===== src/rtl/tr_seq_pkg.sv =====
`default_nettype none
// +----------------------------------------------------------------------+
// | tr_seq_pkg : shared encodings for the TR sequencer                   |
// | Rev 1.0    : initial release                                         |
// +----------------------------------------------------------------------+
package tr_seq_pkg;

  localparam int TR_W      = 9;
  localparam int CNT_W_DEF = 4;

  localparam logic [1:0] OP_CLEAR  = 2'b00;
  localparam logic [1:0] OP_LOAD_A = 2'b01;
  localparam logic [1:0] OP_LOAD_B = 2'b10;
  localparam logic [1:0] OP_SHIFT  = 2'b11;

  localparam logic [2:0] ST_IDLE  = 3'd0;
  localparam logic [2:0] ST_CLR   = 3'd1;
  localparam logic [2:0] ST_XFER  = 3'd2;
  localparam logic [2:0] ST_SHIFT = 3'd3;
  localparam logic [2:0] ST_DONE  = 3'd4;

endpackage
`default_nettype wire


===== src/rtl/tr_seq_arb.sv =====
`default_nettype none
// +----------------------------------------------------------------------+
// | tr_seq_arb : CPU-first arbiter with IO starvation guard              |
// | Rev 1.0    : initial release                                         |
// +----------------------------------------------------------------------+
module tr_seq_arb #(
  parameter int STARVE_LIM = 3
) (
  input  logic clk,
  input  logic rst_n,
  input  logic en,
  input  logic cpu_req,
  input  logic io_req,
  output logic grant_cpu,
  output logic grant_io
);

  logic [2:0] r_starve;
  logic       w_io_wins;

  always_comb begin
    w_io_wins = io_req & (~cpu_req | (r_starve == 3'(STARVE_LIM)));
    grant_io  = en & w_io_wins;
    grant_cpu = en & cpu_req & ~w_io_wins;
  end

  // Counter cannot pass STARVE_LIM: at the limit a pending IO always wins.
  always_ff @(posedge clk or negedge rst_n) begin
    if (!rst_n) begin
      r_starve <= 3'd0;
    end else if (grant_io) begin
      r_starve <= 3'd0;
    end else if (grant_cpu) begin
      r_starve <= io_req ? (r_starve + 3'd1) : 3'd0;
    end
  end

endmodule
`default_nettype wire


===== src/rtl/tr_sequencer.sv =====
`default_nettype none
// +----------------------------------------------------------------------+
// | tr_sequencer : arbitrates CPU/IO and sequences TR control strobes    |
// | Option macro : TRSEQ_ZSTOP_EN (early shift stop on TR == 0)           |
// | Rev 1.0      : initial release                                       |
// +----------------------------------------------------------------------+
module tr_sequencer
  import tr_seq_pkg::*;
#(
  parameter int STARVE_LIM = 3,
  parameter int CNT_W      = CNT_W_DEF
) (
  input  logic             clk,
  input  logic             rst_n,
  input  logic             cpu_req,
  input  logic [1:0]       cpu_op,
  input  logic [CNT_W-1:0] cpu_cnt,
  input  logic             io_req,
  input  logic [1:0]       io_op,
  input  logic [CNT_W-1:0] io_cnt,
  input  logic [TR_W-1:0]  tr_in,
  output logic             cpu_ack,
  output logic             io_ack,
  output logic             busy,
  output logic             done,
  output logic             done_io,
  output logic             zstop,
  output logic             cltr,
  output logic             tbr,
  output logic             maov,
  output logic             mbov,
  output logic             srtr
);

  logic [2:0]       r_state, w_next;
  logic [1:0]       r_op, w_op;
  logic [CNT_W-1:0] r_cnt, w_cnt;
  logic             r_owner, w_owner;
  logic             w_idle, w_grant_cpu, w_grant_io, w_zero;

  logic r_cpu_ack, r_io_ack, r_busy, r_done, r_done_io, r_zstop;
  logic r_cltr, r_tbr, r_maov, r_mbov, r_srtr;
  logic w_cpu_ack_n, w_io_ack_n, w_busy_n, w_done_n, w_done_io_n, w_zstop_n;
  logic w_cltr_n, w_tbr_n, w_maov_n, w_mbov_n, w_srtr_n;

  assign w_idle = (r_state == ST_IDLE);

  tr_seq_arb #(.STARVE_LIM(STARVE_LIM)) u_arb (
    .clk       (clk),
    .rst_n     (rst_n),
    .en        (w_idle),
    .cpu_req   (cpu_req),
    .io_req    (io_req),
    .grant_cpu (w_grant_cpu),
    .grant_io  (w_grant_io)
  );

  assign w_op  = w_grant_io ? io_op  : cpu_op;
  assign w_cnt = w_grant_io ? io_cnt : cpu_cnt;

`ifdef TRSEQ_ZSTOP_EN
  assign w_zero = (r_state == ST_SHIFT) && (tr_in == '0);
`else
  logic w_unused_tr;
  assign w_unused_tr = ^tr_in;
  assign w_zero      = 1'b0;
`endif

  always_ff @(posedge clk or negedge rst_n) begin
    if (!rst_n) r_state <= ST_IDLE;
    else        r_state <= w_next;
  end

  always_comb begin
    w_next = r_state;
    case (r_state)
      ST_IDLE: begin
        if (w_grant_cpu | w_grant_io) begin
          if (w_op == OP_SHIFT) w_next = (w_cnt == '0) ? ST_DONE : ST_SHIFT;
          else                  w_next = ST_CLR;
        end
      end
      ST_CLR:   w_next = (r_op == OP_CLEAR) ? ST_DONE : ST_XFER;
      ST_XFER:  w_next = ST_DONE;
      ST_SHIFT: if (w_zero || (r_cnt == CNT_W'(1))) w_next = ST_DONE;
      ST_DONE:  w_next = ST_IDLE;
      default:  w_next = ST_IDLE;
    endcase
  end

  // Operands latch at grant; r_cnt then counts remaining shift cycles.
  always_ff @(posedge clk or negedge rst_n) begin
    if (!rst_n) begin
      r_op    <= OP_CLEAR;
      r_cnt   <= '0;
      r_owner <= 1'b0;
    end else if (w_grant_cpu | w_grant_io) begin
      r_op    <= w_op;
      r_cnt   <= w_cnt;
      r_owner <= w_grant_io;
    end else if (r_state == ST_SHIFT) begin
      r_cnt   <= r_cnt - CNT_W'(1);
    end
  end

  always_comb begin
    w_owner     = w_idle ? w_grant_io : r_owner;
    w_cpu_ack_n = w_grant_cpu;
    w_io_ack_n  = w_grant_io;
    w_busy_n    = (w_next != ST_IDLE);
    w_done_n    = (w_next == ST_DONE);
    w_done_io_n = w_done_n & w_owner;
    w_zstop_n   = w_zero;
    w_cltr_n    = (w_next == ST_CLR);
    w_tbr_n     = (w_next == ST_XFER);
    w_maov_n    = w_tbr_n & (r_op == OP_LOAD_A);
    w_mbov_n    = w_tbr_n & (r_op == OP_LOAD_B);
    w_srtr_n    = (w_next == ST_SHIFT);
  end

  always_ff @(posedge clk or negedge rst_n) begin
    if (!rst_n) begin
      r_cpu_ack <= 1'b0;
      r_io_ack  <= 1'b0;
      r_busy    <= 1'b0;
      r_done    <= 1'b0;
      r_done_io <= 1'b0;
      r_zstop   <= 1'b0;
      r_cltr    <= 1'b0;
      r_tbr     <= 1'b0;
      r_maov    <= 1'b0;
      r_mbov    <= 1'b0;
      r_srtr    <= 1'b0;
    end else begin
      r_cpu_ack <= w_cpu_ack_n;
      r_io_ack  <= w_io_ack_n;
      r_busy    <= w_busy_n;
      r_done    <= w_done_n;
      r_done_io <= w_done_io_n;
      r_zstop   <= w_zstop_n;
      r_cltr    <= w_cltr_n;
      r_tbr     <= w_tbr_n;
      r_maov    <= w_maov_n;
      r_mbov    <= w_mbov_n;
      r_srtr    <= w_srtr_n;
    end
  end

  assign cpu_ack = r_cpu_ack;
  assign io_ack  = r_io_ack;
  assign busy    = r_busy;
  assign done    = r_done;
  assign done_io = r_done_io;
  assign zstop   = r_zstop;
  assign cltr    = r_cltr;
  assign tbr     = r_tbr;
  assign maov    = r_maov;
  assign mbov    = r_mbov;
  // A zero TR suppresses the strobe already scheduled for this cycle.
  assign srtr    = r_srtr & ~w_zero;

endmodule
`default_nettype wire


===== config.mk =====
export PLATFORM = sky130hd
export DESIGN_NAME = tr_sequencer
export DESIGN_NICKNAME = d
export VERILOG_FILES = /design/src/rtl/tr_seq_pkg.sv /design/src/rtl/tr_seq_arb.sv /design/src/rtl/tr_sequencer.sv
export SDC_FILE = /design/constraint.sdc
export NUM_CORES = 1
export LEC_CHECK = 0
export CORE_UTILIZATION = 49
export CTS_CLUSTER_DIAMETER = 50
export CTS_CLUSTER_SIZE = 16
export DETAILED_ROUTE_END_ITERATION = 6
export GPL_TIMING_DRIVEN = 0
export PLACE_DENSITY_LB_ADDON = 0.25
export SETUP_SLACK_MARGIN = 0.05
export SKIP_LAST_GASP = 1
export SYNTH_ARGS = -nofsm -noshare
export SYNTH_HDL_FRONTEND = slang
export SYNTH_SLANG_ARGS = --single-unit

===== constraint.sdc =====
create_clock -name clk -period 4.1 [get_ports clk]
set_input_delay 0.82 -clock clk [delete_from_list [all_inputs] [get_ports clk]]
set_output_delay 0.82 -clock clk [all_outputs]
set_load 0.03 [all_outputs]

======== Yosys cells after proc, flatten, opt, wreduce, memory -nomap -nowiden ========
Index checks and enable logic that the tools add are counted.
storage, ports and cells
  logic and storage cells ................. 60
  register bits after elaboration ......... 23
  output and inout bits ................... 11
  input port bits ......................... 25
operators by class
  equality and inequality tests ........... 12
  mux-type cells .......................... 14
  bitwise operators ....................... 11
  reductions and logical operators ........ 6
  $add $sub $neg .......................... 2
operator list
  kind                                                 count
  2-to-1 mux 3 bit                                     8
  equality test 3 x 2 -> 1 bit, second input constant  5
  2-to-1 mux 4 bit                                     3
  case mux 3 bit (4 select lines)                      1
  bitwise AND 1 bit                                    7
  equality test 3 x 1 -> 1 bit, second input constant  2
  equality test 2 bit, second input constant           2
  equality test 4 x 1 -> 1 bit, second input constant  1
  zero test 4 bit                                      1
  nonzero test 2 bit                                   2
  subtractor 4 x 1 -> 4 bit, second input constant     1
  adder 3 x 1 -> 3 bit, second input constant          1
  equality test 3 bit, second input constant           1
  zero test 3 bit                                      1
  nonzero test 3 bit                                   1
  equality test 2 x 1 -> 1 bit, second input constant  1
  zero test 2 bit                                      1
  2-to-1 mux 2 bit                                     1
  inverter 1 bit                                       2
  OR 1 bit                                             2
  2-to-1 mux 1 bit                                     1

======== Depth between registers and ports, before layout ========
  word-level depth ........................ 12
  mapped depth ............................ 7
  depth with buffers taken out ............ 7

======== Cells and area by module ========
A second synthesis with hierarchy kept.
second synthesis, totals
  cell total of the unflattened synthesis .. 109
  area, all modules ....................... 1177.4 sq um
modules (own cells, without submodules)
  module        sequential area each (sq um)  instances  area an instance (sq um)  cells an instance
  tr_sequencer  500.5                         1          1006.0                    91
  tr_seq_arb    75.1                          1          171.4                     18

======== Worst setup path after synthesis ========
Ideal clock, no wire load.
  kind .................................... input-to-reg
  start ................................... input port cpu_cnt[0]
  end ..................................... register r_done_io (netlist: done_io)
  path buffers ............................ 0
  arrival ................................. 1891 ps
  path slack .............................. 2120 ps
  cell stages on the path ................. 4
  setup time .............................. 89 ps
  required time ........................... 4011 ps
  path through ............................ or4_1 a31oi_1 o221ai_2 a22oi_1
on the way
  longest elaborated chain between the ends .. 8
RTL lines
  item                             RTL line             text
  start: declaration               tr_sequencer.sv:17   input logic [CNT_W-1:0] cpu_cnt,
  2-to-1 mux 4 bit                 tr_sequencer.sv:59   assign w_cnt = w_grant_io ? io_cnt : cpu_cnt;
  zero test 4 bit                  tr_sequencer.sv:79   if (w_op == OP_SHIFT) w_next = (w_cnt == '0) ? ST_DONE : ST_SHIFT;
  2-to-1 mux 3 bit (2 in a row)    tr_sequencer.sv:79
  2-to-1 mux 3 bit                 tr_sequencer.sv:78   if (w_grant_cpu | w_grant_io) begin
  case mux 3 bit (4 select lines)  tr_sequencer.sv:76   case (r_state)
  equality test 3 bit              tr_sequencer.sv:111  w_done_n = (w_next == ST_DONE);
  bitwise AND 1 bit                tr_sequencer.sv:112  w_done_io_n = w_done_n & w_owner;
  via w_done_io_n                  tr_sequencer.sv:43   logic w_cpu_ack_n, w_io_ack_n, w_busy_n, w_done_n, w_done_io_n, w_zstop_n;
  end signal: assignment           tr_sequencer.sv:139  r_done_io <= w_done_io_n;
  end: declaration                 tr_sequencer.sv:41   logic r_cpu_ack, r_io_ack, r_busy, r_done, r_done_io, r_zstop;
The timed path passes the listed nets, and every way through them passes these cells.
A chain may end at the register's enable or synchronous reset.

======== Worst setup path after layout ========
Ends and elaborated chain as after synthesis.

==> flow_metrics.tcl <==
set metrics [dict create \
    r2r-start "u_arb.r_starve[0]" \
    via_per_inst 5.74 \
    post-route-period-util 0.541 \
    num_rows 17 \
    tightest_slew_ns 1.00 \
    yosys_most_used_dff "dfrtp_1" \
    setup_violations 0 \
    regToRegSetupSlack_ns 2.22 \
    critPathCaptureType "flop" \
    crit_path_max_incr_delay_ns 0.54 \
    gr-total-overflow 0 \
    fin_nets 172 \
    cp-start-kind "primary input" \
    start_util 0.526 \
    min_path_type "reg2reg" \
    dieArea_um2 2620 \
    min_from "r_owner" \
    ant_nets 0 \
    yosysTopAreaCellShare 0.486 \
    synth_fp_nets 143 \
    drc 0 \
    root_buffer "clkbuf_4" \
    min_delay_worst_endpoint "r_owner" \
    yosysWarnings 0 \
    htree_num_levels 1 \
    fin_tns_setup_ns 0 \
    grt.total_usage 0.209 \
    gp_congestion 0.825 \
    drv_cap 0 \
    cts_resized 0 \
    drtIter0Drc 11 \
    crit_path_cell_trace "clkdlybuf4s50_1, or4_1, a31oi_1, o221ai_2, a22oi_1" \
    ys_seq_elements 23 \
    critPathBufInv 1 \
    port_buffers 24 \
    synthArstFlopShare 1.00 \
    post_synth_num_cell_types 42 \
    power_density_nw_per_um2 619 \
    ir_drop_v 0.000334 \
    vias 975 \
    clock_path_buffers 2 \
    syn-cell-area_um2 1180 \
    fin_crit_ns 2.22 \
    dr.pass1.iters 4 \
    yosys-top-cells-area "dfrtp_1 49%, mux2i_1 6.8%, nand2_1 5.4%" \
    worst_slack_ns 1.88 \
    antenna_found_initial 0 \
    synth-edff-count 0 \
    critical_path_class "in2reg" \
    grt_pass1_vias 923 \
    coreArea_um2 2250 \
    finalHoldViolCount 0 \
    postSynthAreaPerCell_um2 10.4 \
    p_leak_nw 0.667 \
    io_pins 36 \
    wl_per_cell_um 14.1 \
    required_ns 4.33 \
    cp_max_fo 3 \
    timing.critical_path.slowest_stage_cell "or4_1" \
    yosys.area.top_type "dfrtp_1" \
    rsz0062_at_grt "false" \
    antennaDiodeCount 0 \
    synthesis.instances 114 \
    r2r_end "u_arb.r_starve[2]" \
    hold_depth 2 \
    relSlewSlack 0.328 \
    cp.depth 5 \
    r2r_cells 6 \
    cts_tree "yes" \
    drv_slew 0 \
    wirelength_mm 2.39 \
    cp_top_family "compound AO/OA/AOI/OAI gates" \
    clock_skew_ns 0.00858 \
    max_freq_mhz 451 \
    die_h_um 51.2 \
    dp_hpwl_mm 1.86 \
    dp_slack_ns 1.57 \
    layout-drive-gt1-share 0.0845 \
    die_x_um 51.2 \
    postCtsSetupBuffers 0 \
    grt_max_degree 24 \
    clock_sinks 23 \
    cts_inserted_buffers 3 \
    cp.arrival_ns 2.44 \
    seq_area_frac_synth 0.486 \
    grt_pass1_wl_mm 4.04 \
    area_growth_pct 25.4 \
    clkTransAtPathRegs_ns 0.12 \
    insertion_delay_ns 0.31 \
    status "completed" \
    cts.hold.buffers_added 0 \
]
## stage by stage
stage | hold slack [ns] | instance area [µm²] | std cells | util | power (mW)
2_1_floorplan | 0.443 | 1180 | 114 | - | 0.673
3_3_place_gp | 0.459 | 1460 | 166 | 0.648 | 0.801
3_5_place_dp | 0.478 | 1460 | 166 | 0.648 | 0.822
4_1_cts | 0.509 | 1490 | 170 | 0.659 | 0.922
5_1_grt | 0.535 | 1490 | 170 | 0.659 | 0.991
6_report | 0.504 | 1490 | 170 | 0.659 | 0.920
## registers in the layout, indices dropped and copies added, names as in the netlist, 2 cells and up
name	cells
r_cnt	4
r_state	3
u_arb.r_starve	3
r_op	2
## area by class of cell
class | count | area (µm²)
Fill cell | 207 | 768
Sequential cell | 23 | 576
Multi-Input combinational cell | 80 | 563
Timing Repair Buffer | 24 | 240
Tap cell | 28 | 35.0
Clock buffer | 4 | 26.3
Buffer | 5 | 23.8
Inverter | 6 | 22.5
## worst min-delay path: cells and delay by family, from the launching register on
kind / cells / cell delay (ns)
flops: 1 / 0.36
simple gates: 2 / 0.11
## layout by cell type, fill, tap and decap left out, types with 2 or more instances in the layout
| cell | instances |
|---|---|
| xor2_1 | 2 |
| clkdlybuf4s50_1 | 24 |
| nor3b_1 | 2 |
| nor2_1 | 3 |
| inv_1 | 5 |
| a21oi_1 | 2 |
| nand2_1 | 17 |
| or4_1 | 2 |
| mux2i_1 | 8 |
| o41ai_1 | 2 |
| ha_1 | 4 |
| a31oi_1 | 2 |
| dfrtp_1 | 23 |
| o211ai_1 | 2 |
| clkbuf_4 | 3 |
| o21ai_1 | 7 |
| clkbuf_1 | 4 |
| nor3_1 | 4 |
## routing by layer
| metal | up-vias | track usage | share of wire | wire length [µm] |
|---|---|---|---|---|
| li1 | 461 | - | - | - |
| met1 | 481 | 0.274 | 0.44 | 1050 |
| met2 | 29 | 0.353 | 0.51 | 1220 |
| met3 | 4 | 0.0268 | 0.038 | 92 |
| met4 | 0 | 0.0741 | 0.013 | 31 |
| met5 | - | 0 | 0 | 0 |
## power by group
| part | total (mW) | switching, mW | internal, mW | leakage (nW) |
|---|---|---|---|---|
| clock network | 0.102 | 0.0643 | 0.0379 | 0.0150 |
| registers | 0.380 | 0.0654 | 0.315 | 0.295 |
| logic | 0.438 | 0.254 | 0.184 | 0.357 |
| total | 0.920 | 0.384 | 0.537 | 0.667 |
## Yosys cell counts (2+ instances only)
cell and number:
a31oi_1 2, nor3b_1 2, a21oi_1 2, nor3_1 4, inv_1 5, o21ai_1 7, nand2_1 17, nor2_1 3
mux2i_1 8, dfrtp_1 23, o41ai_1 2, xor2_1 2, or4_1 2, ha_1 4, clkbuf_1 3, o211ai_1 2
## how the worst max path moves through the flow
| stage | from | slack [ns] | end |
|---|---|---|---|
| after floorplan | cpu_cnt[0] | 2.12 | done_io |
| after global placement | cpu_cnt[0] | 1.56 | done_io |
| after detailed placement | cpu_cnt[0] | 1.57 | done_io |
| after CTS | cpu_cnt[0] | 1.89 | done_io |
| after global routing | io_cnt[0] | 1.82 | done_io |
| final | cpu_cnt[0] | 1.88 | done_io |
## cells by family (layout without fill, tap and decap cells)
logic type | count (synthesis) | after routing | share of synthesized area
AND/OR/NAND/NOR | 41 | 41 | 0.208
AO/OA/AOI/OAI | 23 | 23 | 0.132
flip-flops | 23 | 23 | 0.486
buffers and inverters | 11 | 39 | 0.0391
multiplexers | 8 | 8 | 0.0676
adder cells (fa/ha/maj) | 4 | 4 | 0.0422
XOR/XNOR | 3 | 3 | 0.0222
other | 1 | 1 | 0.00316
No activity file was read; power rests on OpenSTA's default activity.
